$ cat config.mk
export PLATFORM = sky130hd
export DESIGN_NAME = cvxif_issue_initiator
export DESIGN_NICKNAME = d
export VERILOG_FILES = /design/src/rtl/cvxif_issue_initiator.sv
export SDC_FILE = /design/constraint.sdc
export NUM_CORES = 1
export LEC_CHECK = 0
export CAP_MARGIN = 10
export CORE_AREA = 4 4 186 188
export DETAILED_ROUTE_END_ITERATION = 10
export DIE_AREA = 0 0 190 192
export MAX_ROUTING_LAYER = met4
export PLACE_DENSITY = 0.59
export SYNTH_ARGS = -nofsm -noshare
export SYNTH_HDL_FRONTEND = slang
export SYNTH_SLANG_ARGS = --single-unit
$ cat constraint.sdc
create_clock -name clk_i -period 1.8 [get_ports clk_i]
set_input_delay 0.45 -clock clk_i [delete_from_list [all_inputs] [get_ports clk_i]]
set_output_delay 0.45 -clock clk_i [all_outputs]
set_load 0.05 [all_outputs]
$ cat src/rtl/cvxif_issue_initiator.sv
// Core-side initiator of the CV-X-IF issue/commit/result exchange.
// One instruction is in flight at a time: it is captured from the core, issued
// until the coprocessor handshakes it, committed (or killed), and its result is
// handed to core writeback as a single-cycle wb_valid_o pulse.
//
// Ports:
//   clk_i, rst_i        clock, synchronous active-high reset
//   flush_i             pipeline flush, kills the in-flight instruction
//   offload_*           candidate instruction from the core issue stage
//   x_issue_*           CV-X-IF issue request/response
//   x_commit_*          CV-X-IF commit strobe (with kill)
//   x_result_*          CV-X-IF result channel
//   wb_*                writeback pulse and fields to the core
//   busy_o              an instruction is in flight
//
// Optional feature CVXIF_ISSUE_TIMEOUT_EN: a watchdog abandons WAIT_RES after
// TimeoutCycles cycles, reports an exception, and discards the late result.
module cvxif_issue_initiator #(
  parameter int unsigned XLEN          = 64,
  parameter int unsigned IdWidth       = 3,
  parameter int unsigned TimeoutCycles = 255
) (
  input  logic               clk_i,
  input  logic               rst_i,
  input  logic               flush_i,
  input  logic               offload_valid_i,
  output logic               offload_ready_o,
  input  logic [31:0]        offload_instr_i,
  input  logic [XLEN-1:0]    offload_rs0_i,
  input  logic [XLEN-1:0]    offload_rs1_i,
  input  logic [IdWidth-1:0] offload_id_i,
  output logic               x_issue_valid_o,
  input  logic               x_issue_ready_i,
  output logic [31:0]        x_issue_instr_o,
  output logic [XLEN-1:0]    x_issue_rs0_o,
  output logic [XLEN-1:0]    x_issue_rs1_o,
  output logic [IdWidth-1:0] x_issue_id_o,
  input  logic               x_issue_accept_i,
  input  logic               x_issue_writeback_i,
  output logic               x_commit_valid_o,
  output logic [IdWidth-1:0] x_commit_id_o,
  output logic               x_commit_kill_o,
  input  logic               x_result_valid_i,
  output logic               x_result_ready_o,
  input  logic [IdWidth-1:0] x_result_id_i,
  input  logic [XLEN-1:0]    x_result_data_i,
  input  logic [4:0]         x_result_rd_i,
  input  logic               x_result_we_i,
  output logic               wb_valid_o,
  output logic [IdWidth-1:0] wb_id_o,
  output logic [XLEN-1:0]    wb_data_o,
  output logic [4:0]         wb_rd_o,
  output logic               wb_we_o,
  output logic               wb_exc_o,
  output logic               busy_o
);

  typedef enum logic [2:0] {StIdle, StIssue, StCommit, StWaitRes, StResp} state_e;

  state_e             state_q, state_d;
  logic [31:0]        instr_q, instr_d;
  logic [XLEN-1:0]    rs0_q, rs0_d, rs1_q, rs1_d;
  logic [IdWidth-1:0] id_q, id_d;
  logic               kill_q, kill_d;   // flush seen since capture
  logic               wbk_q, wbk_d;     // coprocessor will return a result
  logic               drop_q, drop_d;   // flushed while waiting: swallow the result
  logic [IdWidth-1:0] wb_id_q, wb_id_d;
  logic [XLEN-1:0]    wb_data_q, wb_data_d;
  logic [4:0]         wb_rd_q, wb_rd_d;
  logic               wb_we_q, wb_we_d, wb_exc_q, wb_exc_d;
  logic               res_stale;

`ifdef CVXIF_ISSUE_TIMEOUT_EN
  localparam int unsigned CntW = ($clog2(TimeoutCycles + 1) > 8) ?
                                 $clog2(TimeoutCycles + 1) : 8;
  logic [CntW-1:0]    cnt_q, cnt_d;
  logic               stale_q, stale_d;
  logic [IdWidth-1:0] stale_id_q, stale_id_d;
`else
  logic unused_timeout_cfg;
  assign unused_timeout_cfg = ^TimeoutCycles;
`endif

  always_ff @(posedge clk_i) begin
    if (rst_i) begin
      state_q   <= StIdle;
      instr_q   <= '0;
      rs0_q     <= '0;
      rs1_q     <= '0;
      id_q      <= '0;
      kill_q    <= 1'b0;
      wbk_q     <= 1'b0;
      drop_q    <= 1'b0;
      wb_id_q   <= '0;
      wb_data_q <= '0;
      wb_rd_q   <= '0;
      wb_we_q   <= 1'b0;
      wb_exc_q  <= 1'b0;
`ifdef CVXIF_ISSUE_TIMEOUT_EN
      cnt_q      <= '0;
      stale_q    <= 1'b0;
      stale_id_q <= '0;
`endif
    end else begin
      state_q   <= state_d;
      instr_q   <= instr_d;
      rs0_q     <= rs0_d;
      rs1_q     <= rs1_d;
      id_q      <= id_d;
      kill_q    <= kill_d;
      wbk_q     <= wbk_d;
      drop_q    <= drop_d;
      wb_id_q   <= wb_id_d;
      wb_data_q <= wb_data_d;
      wb_rd_q   <= wb_rd_d;
      wb_we_q   <= wb_we_d;
      wb_exc_q  <= wb_exc_d;
`ifdef CVXIF_ISSUE_TIMEOUT_EN
      cnt_q      <= cnt_d;
      stale_q    <= stale_d;
      stale_id_q <= stale_id_d;
`endif
    end
  end

  always_comb begin
    state_d   = state_q;
    instr_d   = instr_q;
    rs0_d     = rs0_q;
    rs1_d     = rs1_q;
    id_d      = id_q;
    kill_d    = kill_q;
    wbk_d     = wbk_q;
    drop_d    = drop_q;
    wb_id_d   = wb_id_q;
    wb_data_d = wb_data_q;
    wb_rd_d   = wb_rd_q;
    wb_we_d   = wb_we_q;
    wb_exc_d  = wb_exc_q;
    offload_ready_o  = 1'b0;
    x_issue_valid_o  = 1'b0;
    x_commit_valid_o = 1'b0;
    x_commit_kill_o  = 1'b0;
    x_result_ready_o = 1'b0;
    wb_valid_o       = 1'b0;
    res_stale        = 1'b0;
`ifdef CVXIF_ISSUE_TIMEOUT_EN
    cnt_d      = cnt_q;
    stale_d    = stale_q;
    stale_id_d = stale_id_q;
    // A timed-out result is drained in any state, even with nothing in flight.
    x_result_ready_o = stale_q;
    res_stale        = stale_q && (x_result_id_i == stale_id_q);
    if (x_result_valid_i && res_stale) stale_d = 1'b0;
`endif

    unique case (state_q)
      StIdle: begin
        offload_ready_o = ~flush_i;
        if (offload_valid_i && !flush_i) begin
          instr_d = offload_instr_i;
          rs0_d   = offload_rs0_i;
          rs1_d   = offload_rs1_i;
          id_d    = offload_id_i;
          kill_d  = 1'b0;
          state_d = StIssue;
        end
      end
      StIssue: begin
        // Valid stays up until the handshake even under flush; a flush only
        // turns the eventual commit into a kill.
        x_issue_valid_o = 1'b1;
        kill_d          = kill_q | flush_i;
        if (x_issue_ready_i) begin
          wbk_d = x_issue_writeback_i;
          if (x_issue_accept_i) begin
            state_d = StCommit;
          end else if (kill_q || flush_i) begin
            state_d = StIdle;
          end else begin
            state_d   = StResp;
            wb_id_d   = id_q;
            wb_data_d = '0;
            wb_rd_d   = '0;
            wb_we_d   = 1'b0;
            wb_exc_d  = 1'b1;
          end
        end
      end
      StCommit: begin
        x_commit_valid_o = 1'b1;
        x_commit_kill_o  = kill_q | flush_i;
        if (kill_q || flush_i) begin
          state_d = StIdle;
        end else if (wbk_q) begin
          state_d = StWaitRes;
          drop_d  = 1'b0;
`ifdef CVXIF_ISSUE_TIMEOUT_EN
          cnt_d = '0;
`endif
        end else begin
          state_d   = StResp;
          wb_id_d   = id_q;
          wb_data_d = '0;
          wb_rd_d   = '0;
          wb_we_d   = 1'b0;
          wb_exc_d  = 1'b0;
        end
      end
      StWaitRes: begin
        x_result_ready_o = 1'b1;
        drop_d           = drop_q | flush_i;
        // Non-matching results are accepted and simply ignored.
        if (x_result_valid_i && !res_stale && (x_result_id_i == id_q)) begin
          if (drop_q || flush_i) begin
            state_d = StIdle;
          end else begin
            state_d   = StResp;
            wb_id_d   = id_q;
            wb_data_d = x_result_data_i;
            wb_rd_d   = x_result_rd_i;
            wb_we_d   = x_result_we_i;
            wb_exc_d  = 1'b0;
          end
        end
`ifdef CVXIF_ISSUE_TIMEOUT_EN
        cnt_d = cnt_q + CntW'(1);
        if (state_d == StWaitRes && cnt_q == CntW'(TimeoutCycles - 1)) begin
          stale_d    = 1'b1;
          stale_id_d = id_q;
          if (drop_q || flush_i) begin
            state_d = StIdle;
          end else begin
            state_d   = StResp;
            wb_id_d   = id_q;
            wb_data_d = '0;
            wb_rd_d   = '0;
            wb_we_d   = 1'b0;
            wb_exc_d  = 1'b1;
          end
        end
`endif
      end
      StResp: begin
        wb_valid_o = 1'b1;
        state_d    = StIdle;
      end
      default: state_d = StIdle;
    endcase
  end

  assign x_issue_instr_o = instr_q;
  assign x_issue_rs0_o   = rs0_q;
  assign x_issue_rs1_o   = rs1_q;
  assign x_issue_id_o    = id_q;
  assign x_commit_id_o   = id_q;
  assign wb_id_o         = wb_id_q;
  assign wb_data_o       = wb_data_q;
  assign wb_rd_o         = wb_rd_q;
  assign wb_we_o         = wb_we_q;
  assign wb_exc_o        = wb_exc_q;
  assign busy_o          = (state_q != StIdle);

endmodule

==> impl_metrics.ini <==
[clock_network]
clk_pin_slew_ns = 0.06
cts_inserted_buffers = 29
clkSinkCount = 243
ctsHtreeMaxLevel = 1
clock-root-buffer = clkbuf_16
clock_latency_ns = 0.54
cts_tree = built
clk_path_buf_depth = 3

[finish]
finalNetCount = 1850
layout-drive-gt1-share = 0.2474
n_fill_cell = 3259
fin_area_sq_um = 15500
fin_util = 0.4680
areaGrowthSynthToFinish_pct = 73.51

[setup_path]
cp_max_fo = 6
arrival_ns = 1.57
cp-end-kind = output port
crit_type = register to output port
worstSetupStartpoint = state_q[0]$_SDFFE_PP0P_
startpoint_type = register
cp.required_ns = 1.35
r2r_start = state_q[0]$_SDFFE_PP0P_

[detailed_routing]
antenna_left = 0
wl_microns = 34550
routed-via-count = 9123
via_per_inst = 4.397
drc = 0
drt-initial-drc-count = 285
wl_per_cell_microns = 16.65
firstDrtPassIters = 4

[global_routing]
grt_use_total = 0.1774
grt_start_max_net_pins = 75
grt_pass1_wl_microns = 50380
grt_pass1_vias = 8869
grt_overflow = 0
grt_antenna_before_repair = 2

[place]
port_buffers = 490
dp_slack_ns = -0.4729
dpl.hpwl_microns = 25450
postPlaceCellArea_sq_um = 14150
gp_congestion = 0.7964

[sta]
setup-violations-final = 54
rsz0062_at_grt = yes
fin_crit_sh = 1.120
fin_skew_ns = 0.01183
final_hold_viol_count = 0
worstMarginPinSlew_ns = 0.4228
drv_slew = 0
relSlewSlack = 0.7164
finalCriticalPeriod_ns = 2.015
final.setup.worst_slack_ns = -0.2154
fmax_mhz = 496.2

[synth]
ys_seq_elements = 243
ys_types = 35
yosys_warnings = 0
syn_nets = 1331
postSynthAreaPerCell_sq_um = 8.216
ys_top_cells_by_area = dfxtp_1, nand2_1, a21oi_1, mux2i_1, clkbuf_1
seq_area_frac_synth = 0.5447
synth_area_sq_um = 8931
synth_top_area_cell = dfxtp_1
syn_inst = 1087
yosysTopAreaCellShare = 0.5447

[worst_hold_path]
hold_path_startpoint = rst_i
hold_class = input port to register

[die]
start_util = 0.2697
die-area_sq_um = 36480
rows = 67
die_h_microns = 192
io_pins = 491
die_x_microns = 190
design.core.area_sq_um = 33110

[outcome]
violations = setup timing
outcome = complete, but fails checks

[power]
power.density_nw_per_um2 = 912.0
ir_drop_uv = 655.2
power_leakage_nw = 6.174

[flow_run]
maxCapViolCount = 0
[metal layers]
layer | wire [microns] | global-route usage
met1 | 13900 | 0.2045
met2 | 16860 | 0.3027
met3 | 2871 | 0.04835
met4 | 921 | 0.05398
met5 | 0 | -
[cell usage in the layout, fill, tap and decap left out, types with 2 or more instances in the layout]
cell type          n
a21oi_1          168
buf_12            25
nor3_4             3
buf_4            280
dfxtp_2            7
clkbuf_1           3
o21ai_0            3
clkinv_2           5
xnor2_1            4
buf_6             14
clkbuf_8          10
inv_4              2
nand2_4            2
inv_2              2
nor2_1             3
diode_2            2
clkbuf_16         31
nand2_1          474
dfxtp_1          236
buf_8              6
clkdlybuf4s50_1  241
mux2i_1           73
nor2_4             5
[cells by family (layout without fill, tap and decap cells)]
logic type,Yosys count,in the layout,share of synthesized area
buffers and inverters,87,625,0.04777
and+or+nand+nor,500,500,0.2177
xor gates and xnor gates,4,4,0.003922
AOI/OAI and AO/OA,179,179,0.1030
other,0,2,0
DFF,243,243,0.5447
muxes,74,74,0.08294
[path summary, 6_finish.rpt]
path | to | slack, ns | cells after the start
min | wb_exc_o$_SDFFE_PP0P_ | 0.33 | 3
min reg2reg | x_issue_rs0_o[35]$_SDFFE_PP0P_ | 0.45 | 2
max reg2reg | wb_data_o[20]$_SDFFE_PP0P_ | -0.09 | 10
max | busy_o | -0.22 | 5
[worst max-delay path: stages, from the launching register on]
cell	delay [ns]
dfxtp_2	0.33
buf_6	0.13
nor3_4	0.24
inv_4	0.08
buf_12	0.13
buf_12	0.13
[power breakdown]
group / internal (W) / switching (W)
sequential: 0.00559 / 0.000111
combinational: 0.00116 / 0.00149
clock: 0.00348 / 0.00230
[synth_stat cells, drive strengths merged]
library cell    n
nand2b          2
clkbuf         46
nor2b           1
or4             1
nand3           1
nand3b          1
o22ai           1
a41oi           1
o21bai          1
a211oi          1
a21oi         168
and3            1
xnor2           4
mux2i          74
buf            36
and4            1
o211a           1
nor3            4
inv             5
and3b           1
dfxtp         243
nand2         476
o221a           1
nor2            8
nor3b           3
o21ai           4
o21a            1
[per-stage QoR]
stage                     std cells  setup TNS [ns]  power, W  hold WS, ns
after floorplan                1087               0  0.007123       0.4753
after global placement         2002          -75.97  0.008355       0.4424
after detailed placement       2002          -79.93  0.008365       0.4466
after CTS                      2060          -1.394   0.01427       0.3028
after global routing           2075          -9.543   0.01471       0.3219
final                          2075          -2.497   0.01413       0.3251
[timing repair]
action / CTS / global route
setup buffers: 8 / 11
hold buffers: 0 / 0
resized for setup: 17 / 34
pin swaps: 4 / 8
endpoints found under the setup margin: 7 / 81
cloned: 0 / 2
[sequential cells by signal, indices dropped and copies added, names as in the netlist]
name and cells:
x_issue_rs1_o 64, drop_q 1, wb_rd_o 5, state_q 3
wbk_q 1, x_issue_instr_o 32, wb_data_o 64, wb_exc_o 1
x_issue_rs0_o 64, wb_we_o 1, x_commit_id_o 3, kill_q 1
wb_id_o 3
[area by class of cell]
type                       instances  area (sq um)  share of cell area
timing repair buffer             570          5349              0.3452
clock buffer                      42         874.6             0.05644
tap                              448         560.5             0.03617
inverter                           5         23.77            0.001534
sequential                       243          4873              0.3145
clock inverter                     8         72.57            0.004683
antenna                            2         5.005           0.0003230
multi-input combinational        757          3737              0.2412
No activity file was read; power rests on OpenSTA's default activity.
==> RTL change: new RTL, same settings <==
The option `CVXIF_ISSUE_TIMEOUT_EN` is turned on by a define.
--- a/src/rtl/cvxif_issue_initiator.sv
+++ b/src/rtl/cvxif_issue_initiator.sv
@@ -15,6 +15,8 @@
 //
 // Optional feature CVXIF_ISSUE_TIMEOUT_EN: a watchdog abandons WAIT_RES after
 // TimeoutCycles cycles, reports an exception, and discards the late result.
+`define CVXIF_ISSUE_TIMEOUT_EN
+
 module cvxif_issue_initiator #(
   parameter int unsigned XLEN          = 64,
   parameter int unsigned IdWidth       = 3,
Formal check against the unedited RTL: no difference found for any inputs over 4 cycles, from zero or initial values and one cycle with rst_i high; that may be too few to reach the edited logic, so the function may still have changed.
==> RTL change against the original RTL <==
- the flow still finishes with violations (setup timing)
- cell area is 6.2% higher
- total power is 5.2% higher
- sequential cell count is 12 higher
- worst setup slack better by 0.022 ns
- routed wire length is 3.1% higher
- sequential power is 4.7% higher
- synthesized area is 3.6% higher
- critical endpoint is now offload_ready_o
==> RTL change: results (changes against the original RTL) <==
Power and ir drop
  – Worst VDD drop: 0.622 mV (was 0.655 mV)
  – Leakage power: 6.56 nW (was 6.17 nW)
  – Sw Share: 0.276 (about the same)
  – Combinational power: 2.72 mW (was 2.66 mW)

Detailed routing
  – Routed metal-1 wire length: 14400 um (was 13900 um)
  – Metal2 WL: 17400 um (was 16900 um)
  – DRT iter0 DRCs: 320 (was 285)
  – Routed WL per cell: 16.4 um (was 16.7 um)
  – Vias per cell: 4.50 (was 4.40)

GRT
  – Initial antenna violation count: 0 (was 2)
  – Number of global-route vias before repair: 9394 (was 8869)
  – Pin count of the biggest net entering global routing: 120 (was 75)

Synthesis
  – Post-synth top cells: 484 x nand2_1, 255 x dfxtp_1, 240 x a21oi_1 (was 476 x nand2_1, 243 x dfxtp_1, 168 x a21oi_1)
  – Post-Synth Adder-Cell Area: 0.00270 (was 0)
  – Seq/Total Area, Yosys: 0.552 (was 0.545)
  – Post-synthesis mux area share: 0.00757 (was 0.0829)
  – Post-synth cell types: 45 (was 35)
  – Top cells by area, synth: dfxtp_1 55%, nand2_1 20%, a21oi_1 13% (was dfxtp_1 54%, nand2_1 20%, a21oi_1 9.4%)

STA
  – Setup violations, final: 80 (was 54)
  – Final WS setup: -0.193 ns (was -0.215 ns)
  – Least-Margin Pin Slew: 0.622 ns (was 0.423 ns)
  – Setup skew after layout: 0.0270 ns (was 0.0118 ns)

Hold path
  – Cells on Worst Hold Path: 4 (was 3)

Critical path
  – RR Startpoint: state_q[1] (was state_q[0])
  – FF-to-FF End: wb_data_o[26] (was wb_data_o[20])
  – Register-to-Register Setup Slack: -0.14 ns (was -0.09 ns)

Status
  – Violations in the final reports: setup timing (unchanged)
  – Outcome: complete, but fails checks (unchanged)

Finish
  – # nets final: 1949 (was 1850)
  – Share of layout cells above drive strength 1: 0.282 (was 0.247)
  – N_diodes: 0 (was 2)

Place
  – RePlAce Congestion: 0.886 (was 0.796)
  – Placed wire-length estimate: 25400 um (was 25500 um)

Clock network
  – Clock buffer count from CTS: 28 (was 29)
## RTL change: per-layer routing
layer / GRT usage / vias up
met4: 0.0534 / 0
met3: 0.0482 / 72
li1: - / 4862
met2: 0.306 / 365
met1: 0.213 / 4470
met5: - / -
## RTL change: critical path, stage by stage, from the launching register on
cell and delay, ns:
dfxtp_4 0.36, buf_6 0.13, inv_6 0.06, nand3_4 0.07, buf_6 0.13, nor2_4 0.09, buf_12 0.14
## RTL change: repair_timing
| item | in CTS | in global routing |
|---|---|---|
| endpoints found under the hold margin | 0 | 0 |
| gates resized for setup | 50 | 61 |
| setup endpoints to repair | 16 | 188 |
| gates cloned | 4 | 9 |
| setup buffers | 9 | 12 |
| pin swaps | 6 | 10 |
## RTL change: metrics by stage
stage,power [mW],TNS [ns],std cells
after floorplan,7.42,-8.48,1160
after global placement,8.68,-119.48,2093
after detailed placement,8.70,-128.14,2093
after CTS,15.0,-5.80,2158
after global routing,15.5,-18.11,2173
final,14.9,-8.93,2173
## RTL change: final cells by class
class | instances | area (sq um) | share of cell area
timing repair buffer | 596 | 5720 | 0.348
multi-input combinational | 816 | 4020 | 0.245
sequential | 255 | 5120 | 0.311
clock buffer | 35 | 757 | 0.0460
inverter | 6 | 27.5 | 0.00167
tap | 448 | 561 | 0.0341
clock inverter | 17 | 245 | 0.0149
## RTL change: worst max path at each step
stage	depth (start not counted)	from	slack, ns	end
6_report	6	state_q[1]	-0.19	offload_ready_o
5_1_grt	6	state_q[1]	-0.26	offload_ready_o
4_1_cts	6	state_q[1]	-0.25	offload_ready_o
3_5_place_dp	8	x_result_id_i[1]	-0.61	wb_data_o[9]
3_3_place_gp	8	x_result_id_i[1]	-0.59	wb_data_o[9]
2_1_floorplan	6	state_q[0]	-0.11	wbk_q
